**src/rtl/synth_pkg.sv**
```systemverilog
// Shared types, sizes and waveform shaping for the polyphonic waveform synth.
// Every voice uses a 6-bit phase; shape() maps a phase to a 6-bit sample.
package synth_pkg;

  localparam int unsigned PHASE_W   = 6;
  localparam int unsigned LUT_DEPTH = 64;
  localparam int unsigned ADDR_W    = 3;
  localparam int unsigned WAVE_W    = 2;

  typedef enum logic [WAVE_W-1:0] {
    WAVE_SQUARE = 2'd0,
    WAVE_SAW    = 2'd1,
    WAVE_TRI    = 2'd2,
    WAVE_SINE   = 2'd3
  } wave_t;

  typedef logic [PHASE_W-1:0] phase_t;

  // round(31.5 + 31.5*sin(2*pi*k/64))
  localparam phase_t SINE_LUT [LUT_DEPTH] = '{
    6'd32, 6'd35, 6'd38, 6'd41, 6'd44, 6'd46, 6'd49, 6'd51,
    6'd54, 6'd56, 6'd58, 6'd59, 6'd61, 6'd62, 6'd62, 6'd63,
    6'd63, 6'd63, 6'd62, 6'd62, 6'd61, 6'd59, 6'd58, 6'd56,
    6'd54, 6'd51, 6'd49, 6'd46, 6'd44, 6'd41, 6'd38, 6'd35,
    6'd32, 6'd28, 6'd25, 6'd22, 6'd19, 6'd17, 6'd14, 6'd12,
    6'd9,  6'd7,  6'd5,  6'd4,  6'd2,  6'd1,  6'd1,  6'd0,
    6'd0,  6'd0,  6'd1,  6'd1,  6'd2,  6'd4,  6'd5,  6'd7,
    6'd9,  6'd12, 6'd14, 6'd17, 6'd19, 6'd22, 6'd25, 6'd28
  };

  function automatic phase_t shape(input wave_t wave, input phase_t phase);
    phase_t w6;
    w6 = '0;
    case (wave)
      WAVE_SQUARE: w6 = phase[PHASE_W-1] ? '1 : '0;
      WAVE_SAW:    w6 = phase;
      WAVE_TRI:    w6 = phase[PHASE_W-1] ? {~phase[PHASE_W-2:0], 1'b0}
                                         : {phase[PHASE_W-2:0], 1'b0};
      WAVE_SINE:   w6 = SINE_LUT[phase];
    endcase
    return w6;
  endfunction

endpackage

```
**src/rtl/wave_voice.sv**
```systemverilog
// One synth voice: shadow/pending register set, clock divider, 6-bit phase
// accumulator and registered sample output.
module wave_voice
  import synth_pkg::*;
#(
  parameter int unsigned PERIOD_W = 32,
  parameter int unsigned AMP_W    = 4
) (
  input  logic                clk,
  input  logic                rst_n,
  input  logic                wr_en_i,
  input  logic [PERIOD_W-1:0] wr_period_i,
  input  wave_t               wr_wave_i,
  input  logic                wr_enable_i,
  output logic                pending_o,
  output logic                active_c_o,
  output logic [AMP_W-1:0]    sample_o
);

  localparam int unsigned SHIFT = PHASE_W - AMP_W;

  logic [PERIOD_W-1:0] period_q, period_d;
  wave_t               wave_q, wave_d;
  logic                enable_q, enable_d;
  logic [PERIOD_W-1:0] sh_period_q, sh_period_d;
  wave_t               sh_wave_q, sh_wave_d;
  logic                sh_enable_q, sh_enable_d;
  logic                pending_q, pending_d;
  logic [PERIOD_W-1:0] cnt_q, cnt_d;
  phase_t              phase_q, phase_d;
  logic [AMP_W-1:0]    sample_q, sample_d;

  logic [PERIOD_W-1:0] step;
  logic                active;
  logic                tick;
  logic                wrap_tick;
  logic                apply;

  // Divider timing; a pending update lands when idle or exactly at the wrap.
  always_comb begin
    step      = period_q >> PHASE_W;
    active    = enable_q && (step != '0);
    tick      = active && (cnt_q == (step - PERIOD_W'(1)));
    wrap_tick = tick && (phase_q == '1);
    apply     = pending_q && (!active || wrap_tick);
  end

  always_comb begin
    period_d    = period_q;
    wave_d      = wave_q;
    enable_d    = enable_q;
    sh_period_d = sh_period_q;
    sh_wave_d   = sh_wave_q;
    sh_enable_d = sh_enable_q;
    pending_d   = pending_q;
    cnt_d       = cnt_q;
    phase_d     = phase_q;
    sample_d    = '0;

    if (apply) begin
      period_d = sh_period_q;
      wave_d   = sh_wave_q;
      enable_d = sh_enable_q;
      cnt_d    = '0;
      phase_d  = '0;
    end else if (active) begin
      if (tick) begin
        cnt_d   = '0;
        phase_d = phase_q + PHASE_W'(1);
      end else begin
        cnt_d = cnt_q + PERIOD_W'(1);
      end
    end else begin
      cnt_d   = '0;
      phase_d = '0;
    end

    // A fresh write re-arms pending even if an apply clears it this cycle.
    if (wr_en_i) begin
      sh_period_d = wr_period_i;
      sh_wave_d   = wr_wave_i;
      sh_enable_d = wr_enable_i;
      pending_d   = 1'b1;
    end else if (apply) begin
      pending_d = 1'b0;
    end

    if (active) begin
      sample_d = AMP_W'(shape(wave_q, phase_q) >> SHIFT);
    end
  end

  always_ff @(posedge clk or negedge rst_n) begin
    if (!rst_n) begin
      period_q    <= '0;
      wave_q      <= WAVE_SQUARE;
      enable_q    <= 1'b0;
      sh_period_q <= '0;
      sh_wave_q   <= WAVE_SQUARE;
      sh_enable_q <= 1'b0;
      pending_q   <= 1'b0;
      cnt_q       <= '0;
      phase_q     <= '0;
      sample_q    <= '0;
    end else begin
      period_q    <= period_d;
      wave_q      <= wave_d;
      enable_q    <= enable_d;
      sh_period_q <= sh_period_d;
      sh_wave_q   <= sh_wave_d;
      sh_enable_q <= sh_enable_d;
      pending_q   <= pending_d;
      cnt_q       <= cnt_d;
      phase_q     <= phase_d;
      sample_q    <= sample_d;
    end
  end

  assign pending_o  = pending_q;
  assign active_c_o = active;
  assign sample_o   = sample_q;

endmodule

```
**src/rtl/poly_wave_synth.sv**
```systemverilog
// Polyphonic waveform generator: register-write decode, per-voice generators
// and a registered summing mixer with active-voice count.
module poly_wave_synth
  import synth_pkg::*;
#(
  parameter int unsigned NUM_VOICES = 3,
  parameter int unsigned PERIOD_W   = 32,
  parameter int unsigned AMP_W      = 4,
  localparam int unsigned CNT_W     = $clog2(NUM_VOICES + 1),
  localparam int unsigned MIX_W     = AMP_W + CNT_W
) (
  input  logic                clk,
  input  logic                rst_n,
  input  logic                wr_valid,
  output logic                wr_ready,
  input  logic [ADDR_W-1:0]   wr_addr,
  input  logic [PERIOD_W-1:0] wr_period,
  input  logic [WAVE_W-1:0]   wr_wave,
  input  logic                wr_enable,
  output logic [MIX_W-1:0]    mix_out,
  output logic [CNT_W-1:0]    mix_active
);

  localparam int unsigned ADDR_SPACE = 1 << ADDR_W;

  logic [NUM_VOICES-1:0] pending;
  logic [NUM_VOICES-1:0] active;
  logic [NUM_VOICES-1:0] wr_en;
  logic [AMP_W-1:0]      sample [NUM_VOICES];
  logic [ADDR_SPACE-1:0] pending_pad;
  logic                  wr_fire;

  logic [MIX_W-1:0] mix_q, mix_d;
  logic [CNT_W-1:0] act_cnt_q, act_cnt_d;

  // Unused addresses read as not-pending, so writes there are swallowed.
  assign pending_pad = ADDR_SPACE'(pending);
  assign wr_ready    = !pending_pad[wr_addr];
  assign wr_fire     = wr_valid && wr_ready;

  for (genvar gv = 0; gv < NUM_VOICES; gv++) begin : g_voice
    assign wr_en[gv] = wr_fire && (wr_addr == ADDR_W'(gv));

    wave_voice #(
      .PERIOD_W (PERIOD_W),
      .AMP_W    (AMP_W)
    ) u_voice (
      .clk         (clk),
      .rst_n       (rst_n),
      .wr_en_i     (wr_en[gv]),
      .wr_period_i (wr_period),
      .wr_wave_i   (wave_t'(wr_wave)),
      .wr_enable_i (wr_enable),
      .pending_o   (pending[gv]),
      .active_c_o  (active[gv]),
      .sample_o    (sample[gv])
    );
  end

  // Mixer: sum of samples and popcount of active voices.
  always_comb begin
    mix_d     = '0;
    act_cnt_d = '0;
    for (int unsigned v = 0; v < NUM_VOICES; v++) begin
      mix_d     = mix_d + MIX_W'(sample[v]);
      act_cnt_d = act_cnt_d + CNT_W'(active[v]);
    end
  end

  always_ff @(posedge clk or negedge rst_n) begin
    if (!rst_n) begin
      mix_q     <= '0;
      act_cnt_q <= '0;
    end else begin
      mix_q     <= mix_d;
      act_cnt_q <= act_cnt_d;
    end
  end

  assign mix_out    = mix_q;
  assign mix_active = act_cnt_q;

endmodule

```
**config.mk**
```make
export PLATFORM = sky130hd
export DESIGN_NAME = poly_wave_synth
export DESIGN_NICKNAME = d
export VERILOG_FILES = /design/src/rtl/synth_pkg.sv /design/src/rtl/wave_voice.sv /design/src/rtl/poly_wave_synth.sv
export SDC_FILE = /design/constraint.sdc
export NUM_CORES = 1
export LEC_CHECK = 0
export CAP_MARGIN = 20
export CORE_UTILIZATION = 50
export CTS_BUF_LIST = sky130_fd_sc_hd__clkbuf_8
export DETAILED_ROUTE_END_ITERATION = 10
export GPL_TIMING_DRIVEN = 0
export PLACE_DENSITY = 0.67
export SYNTH_ARGS = -nofsm -noshare
export SYNTH_HDL_FRONTEND = slang
export SYNTH_SLANG_ARGS = --single-unit
export TNS_END_PERCENT = 50
```
**constraint.sdc**
```tcl
create_clock -name clk -period 9.45 [get_ports clk]
set_input_delay 1.89 -clock clk [delete_from_list [all_inputs] [get_ports clk]]
set_output_delay 1.89 -clock clk [all_outputs]
set_load 0.01 [all_outputs]
```
Word-level counts from Yosys, hierarchy flattened
Memories as Yosys holds them, arrays and structs flattened.
Cells that the tools add are included.
{"block": "word_totals", "out_inout_bits": 9, "mem_count": 3, "wordCells": 155, "regBits": 347, "romBits": 1152}
{"block": "classes", "bitwise": 6, "muxes": 44, "add_sub_neg": 13, "n_eq_ne": 20, "magnitude_cmp": 4, "reduce_logical": 33}
{"memory": "(name not given)", "depth": 64, "word_bits": 6, "read_ports": 1, "rd_clocked_by_memory_dff": 0, "write_ports": 0, "line": "synth_pkg.sv:39", "rtl": "WAVE_SINE: w6 = SINE_LUT[phase];"}
{"memory": "(name not given)", "depth": 64, "word_bits": 6, "read_ports": 1, "rd_clocked_by_memory_dff": 0, "write_ports": 0, "line": "synth_pkg.sv:39"}
{"memory": "(name not given)", "depth": 64, "word_bits": 6, "read_ports": 1, "rd_clocked_by_memory_dff": 0, "write_ports": 0, "line": "synth_pkg.sv:39"}
{"op": "32-bit two-way mux", "n": 9}
{"op": "6-bit two-way mux", "n": 21}
{"op": "32-bit by 1-bit adder with 32-bit output (second input constant)", "n": 3}
{"op": "32-bit == test", "n": 3}
{"op": "32-bit nonzero test", "n": 3}
{"op": "26-bit by 1-bit subtractor with 27-bit output (second input constant)", "n": 3}
{"op": "6-bit case mux with 4 select lines", "n": 3}
{"op": "7-bit greater-or-equal comparator (second input constant)", "n": 3}
{"op": "6-bit inverter with 7-bit output", "n": 3}
{"op": "6-bit by 1-bit adder with 6-bit output (second input constant)", "n": 3}
{"op": "6-bit == test (second input constant)", "n": 3}
{"op": "1-bit logical AND", "n": 16}
{"op": "5-bit inverter", "n": 3}
{"op": "2-bit == test (second input constant)", "n": 6}
{"op": "4-bit two-way mux", "n": 3}
{"op": "3-bit != test (second input constant)", "n": 3}
{"op": "1-bit two-way mux", "n": 7}
{"op": "5-bit by 4-bit adder with 6-bit output", "n": 1}
{"op": "2-bit by 1-bit == test with 1-bit output (second input constant)", "n": 3}
{"op": "2-bit zero test", "n": 3}
{"op": "2-bit nonzero test", "n": 3}
{"op": "4-bit by 4-bit adder with 5-bit output", "n": 1}
{"op": "1-bit zero test", "n": 4}
{"op": "3-bit by 4-bit < comparator with 1-bit output (second input constant)", "n": 1}
{"op": "other kinds (7)", "n": 9}

Depth between registers and ports, before layout
Gate-level depths: netlist of the first run.
{"block": "logic_depth", "depth_word": 8, "depth_mapped": 13}

Hierarchy
Synthesis of the first run repeated with hierarchy kept, for this count alone.
{"block": "unflattened", "cells_unflattened": 1688, "area_unflattened_um2": 17434.2}
{"module": "wave_voice (g_voice[0].u_voice ...)", "seq_area_each_um2": 2527.4, "instances": 2, "area_per_inst_um2": 5607.9, "cells_per_inst": 547}
{"module": "wave_voice (g_voice[2].u_voice)", "seq_area_each_um2": 2527.4, "instances": 1, "area_per_inst_um2": 5701.7, "cells_per_inst": 549}
{"module": "poly_wave_synth", "seq_area_each_um2": 200.2, "instances": 1, "area_per_inst_um2": 516.7, "cells_per_inst": 45}

Worst setup path after synthesis of the first run
No wires, ideal clock.
{"block": "synth_timing", "path_type": "input to output", "startpoint": "input port wr_addr[1]", "endpoint": "output port wr_ready", "stages": 3, "n_path_buf": 0, "required_time_ns": 7.560, "arrival_ns": 2.232, "path_slack_ns": 5.328, "path_cell_list": "mux2i_1 > o22ai_1 > nand2b_1"}
{"block": "synth_between", "elab_chain_cells": 3}
{"item": "start: declaration", "line": "poly_wave_synth.sv:16", "rtl": "input logic [ADDR_W-1:0] wr_addr,"}
{"item": "1-bit binary-select mux with 3-bit select", "line": "poly_wave_synth.sv:38", "rtl": "assign wr_ready = !pending_pad[wr_addr];"}
{"item": "1-bit two-way mux (implied by the code)", "line": "poly_wave_synth.sv:38"}
{"item": "1-bit zero test", "line": "poly_wave_synth.sv:38"}
{"item": "end: declaration", "line": "poly_wave_synth.sv:15", "rtl": "output logic wr_ready,"}
No other way between the ends. The select of a mux whose other input is x is not followed.

Final worst setup path of the first run
Ends and elaborated chain as after synthesis.

==> results of run 1 <==
==> per-stage QoR <==
step                      utilization, %  worst slack [ns]  hold WS [ns]
after floorplan                        -             5.328        0.4522
after global placement             54.09            -6.910        0.4679
after detailed placement           54.35             4.102        0.4672
after CTS                          57.92             4.099        0.4801
after global routing               57.95             4.036        0.5056
final                              57.95             4.092        0.4816
==> registers in the layout (all words and copies together), names as in the netlist, 6 cells and up <==
register	count
g_voice.u_voice.cnt_q	96
g_voice.u_voice.period_q	78
g_voice.u_voice.sh_period_q	78
g_voice.u_voice.phase_q	18
g_voice.u_voice.sample_o	12
g_voice.u_voice.sh_wave_q	6
g_voice.u_voice.wave_q	6
mix_out	6
==> how the worst max path moves through the flow <==
stage	start	to	slack, ns
final	wr_addr[1]	wr_ready	4.09
after detailed placement	wr_addr[1]	wr_ready	4.10
after global routing	wr_addr[1]	wr_ready	4.04
after global placement	rst_n	g_voice[2].u_voice.cnt_q[8]$_DFF_PN0_	-6.91
after CTS	wr_addr[1]	wr_ready	4.10
after floorplan	wr_addr[1]	wr_ready	5.33
==> cell type report <==
class	count	area [sq um]
clock inverter	33	299.0
sequential	311	7782
inverter	51	191.4
timing repair buffer	47	525.5
fill	2931	14210
tap	448	560.5
buffer	84	356.6
clock buffer	66	908.4
multi-input combinational	1241	8952
==> logic make-up (layout without fill, tap and decap cells) <==
group                      Yosys count  in the layout  synth area share [%]
xor gates and xnor gates           178            178                 9.021
DFF                                311            311                 45.03
and+or+nand+nor                    624            624                 19.01
muxes                              194            194                 12.53
adders and majority gates           33             33                 2.650
AOI/OAI and AO/OA                  212            212                 8.586
buffers and inverters              135            281                 3.171
==> where the power goes <==
group	total, W	switching (W)	leakage (nW)	internal, W
combinational	0.00155	0.000832	3.46	0.000722
sequential	0.00199	0.000329	4.02	0.00166
clock	0.00136	0.000581	0.649	0.000774
==> placed cells by master, fill, tap and decap left out, types with 43 or more instances in the layout <==
cell type / synthesis / layout
clkbuf_1: 65 / 65
clkbuf_8: 0 / 66
dfrtp_1: 311 / 311
inv_1: 50 / 59
mux2_2: 169 / 169
nand2_1: 75 / 75
nand3_1: 68 / 68
nor2_1: 189 / 189
nor3_1: 53 / 53
o21ai_0: 43 / 43
xnor2_1: 101 / 101
xor2_1: 77 / 77
==> per-layer routing <==
metal  vias to the layer above  track usage, %
met1                      6538           32.85
li1                       6284               -
met2                       306           37.19
met5                         -               0
met4                         0           7.473
met3                        89           3.968
==> cell usage after synthesis (all sizes together) (37+ instances only) <==
| master | instances | area, sq um |
|---|---|---|
| mux2 | 179 | 2016 |
| dfrtp | 311 | 7782 |
| xnor2 | 101 | 884.6 |
| a21oi | 37 | 185.2 |
| inv | 50 | 187.7 |
| nor3 | 55 | 285.3 |
| nand3 | 68 | 340.3 |
| nand2 | 75 | 281.5 |
| clkbuf | 66 | 249.0 |
| o21ai | 44 | 224.0 |
| nor2 | 189 | 709.4 |
| xor2 | 77 | 674.4 |
==> results by group, run 1 <==
Setup path
  – WP data required: 7.56 ns
  – CP dominant cell by count: clkdlybuf4s50_1
  – CP endpoint kind: primary output
  – Worst r2r src: g_voice[2].u_voice.period_q[16]$_DFFE_PN0P_
  – R2r endpoint: g_voice[2].u_voice.cnt_q[29]$_DFF_PN0_
  – Cell Chain, Critical Path: clkdlybuf4s50_1 > mux2i_1 > o22ai_1 > nand2b_1 > clkdlybuf4s50_1
  – Setup Crit Path Kind: in2out
  – Slowest cell on the critical path: clkdlybuf4s50_1
  – Worst path max stage delay: 0.57 ns
  – CP Launch Type: primary input
  – Crit Path Max Fanout: 4
  – CP top delay family: buffers and inverters
  – CP Buf/Inv Count: 2
  – CP Depth: 5
  – Worst reg2reg path depth: 9
  – WP data arrival: 3.47 ns
  – Flop2flop setup slack: 5.06 ns

STA
  – Worst slew margin: 35.83%
  – Slew @ Worst Pin: 0.9492 ns
  – Final setup violation count: 0
  – Max Slew Vio Count: 0
  – Worst Skew: 0.02766 ns
  – Period utilization: 56.70%
  – Endpoints failing hold: 0
  – RSZ-0062 raised after global routing: false
  – Fmax: 186.6 MHz
  – Crit path time final: 5.358 ns
  – Setup TNS: 0 ns

Clock tree
  – Clk buf depth: 3
  – H-tree levels: 2
  – Post-CTS setup buffer count: 0
  – Root Driver: clkbuf_8
  – # clock sinks: 311
  – Hold-fix buffers at CTS: 0
  – CTS tree: done
  – Cts repair resizes: 0
  – Clock latency on the worst-skew pair: 0.63 ns
  – Clock slew at reported path FFs: 0.06 ns
  – CTS buffer count: 53

Worst hold path
  – Hold path startpoint: g_voice[0].u_voice.sh_period_q[29]$_DFFE_PN0P_
  – Hold path depth: 1
  – Worst hold path class: reg2reg
  – Hold path endpoint: g_voice[0].u_voice.period_q[29]$_DFFE_PN0P_

Routing
  – WL/cell: 17.83 microns
  – Initial DRC count: 839
  – Number of vias in the routed layout: 13220
  – Top Metal Used: met4
  – Met3 WL post-DR: 1817 microns
  – Wirelength, routed: 40680 microns
  – M1 WL: 19140 microns
  – Routed Antenna Nets: 0
  – First-pass iteration count of the detailed router: 7
  – Drt via density: 5.794
  – Remaining DRCs: 0
  – Met2 WL: 18710 microns

GRT
  – Number of global-route vias before repair: 13000
  – Initial antenna violation count: 3
  – Largest net degree at the start of global routing: 100
  – Gr usage total: 23.49%
  – Grt ovf: 0
  – First-pass GRT wire length: 67340 microns

Cells and area
  – # diodes: 0
  – Synth-to-Final Area Change: 13.27%
  – Layout cells sized above 1: 16.69%
  – Net count, final: 1863
  – Finished layout cell area: 0.01958 sq mm
  – Fin cells: 2281

Place
  – Dpl cells: 2181
  – Placed inst area: 0.01836 sq mm
  – Final Wtd Congestion: 0.8685
  – Port buffer count: 43
  – DPL Wire Length: 30020 microns

Floorplan
  – Core Box Area: 0.03378 sq mm
  – Die Span Y: 187.9 microns
  – Rows: 67
  – DIE WIDTH: 187.9 microns
  – Initial Util: 51.16%
  – Io pins: 50
  – Die ar.: 0.03531 sq mm

Power
  – Power Total: 0.004895 W
  – Max rail drop VDD: 0.1700 mV
  – LEAKAGE: 8.133 nW
  – Power density over the cells: 250.1 mW/mm^2

Synthesis
  – Warnings, synthesis: 0
  – Synth Cell Area: 0.01728 sq mm
  – Synth cell types: 83
  – Syn Nets: 1761
  – Post-synthesis sequential area ratio: 45.03%
  – Async SR Flop Fraction: 100.0%
  – Top FF cell, synth: dfrtp_1
  – Seq cells post-synth: 311
  – Avg Inst Size Synth: 10.24 sq um
  – Cells after Synth: 1687
  – Number of flops mapped to enable cells by yosys: 0

Job
  – Max Cap Viol: 0

Status
  – Outcome: complete, no violations
Power figures use the tool's default switching activity.
==> run 2: changes to the inputs <==
Clock period 9.45 ns to 5.2 ns, I/O delays scaled along.
==> results of run 2 <==
The final DEF is identical to that of run 1. Status: complete, no violations.
Among the figures that moved: setup slack after placement 4.102 ns -> 0.9299 ns; setup slack after layout 4.092 ns -> 0.8065 ns; hold slack 0.4816 ns -> 0.3796 ns; start point of the critical path wr_addr[1] -> g_voice[2].u_voice.period_q[16]$_DFFE_PN0P_; end point of the critical path wr_ready -> g_voice[2].u_voice.cnt_q[29]$_DFF_PN0_; register-to-register setup slack 5.06 ns -> 0.81 ns; total power 0.004895 W -> 0.008897 W; worst IR drop on VDD 0.1700 mV -> 0.3090 mV
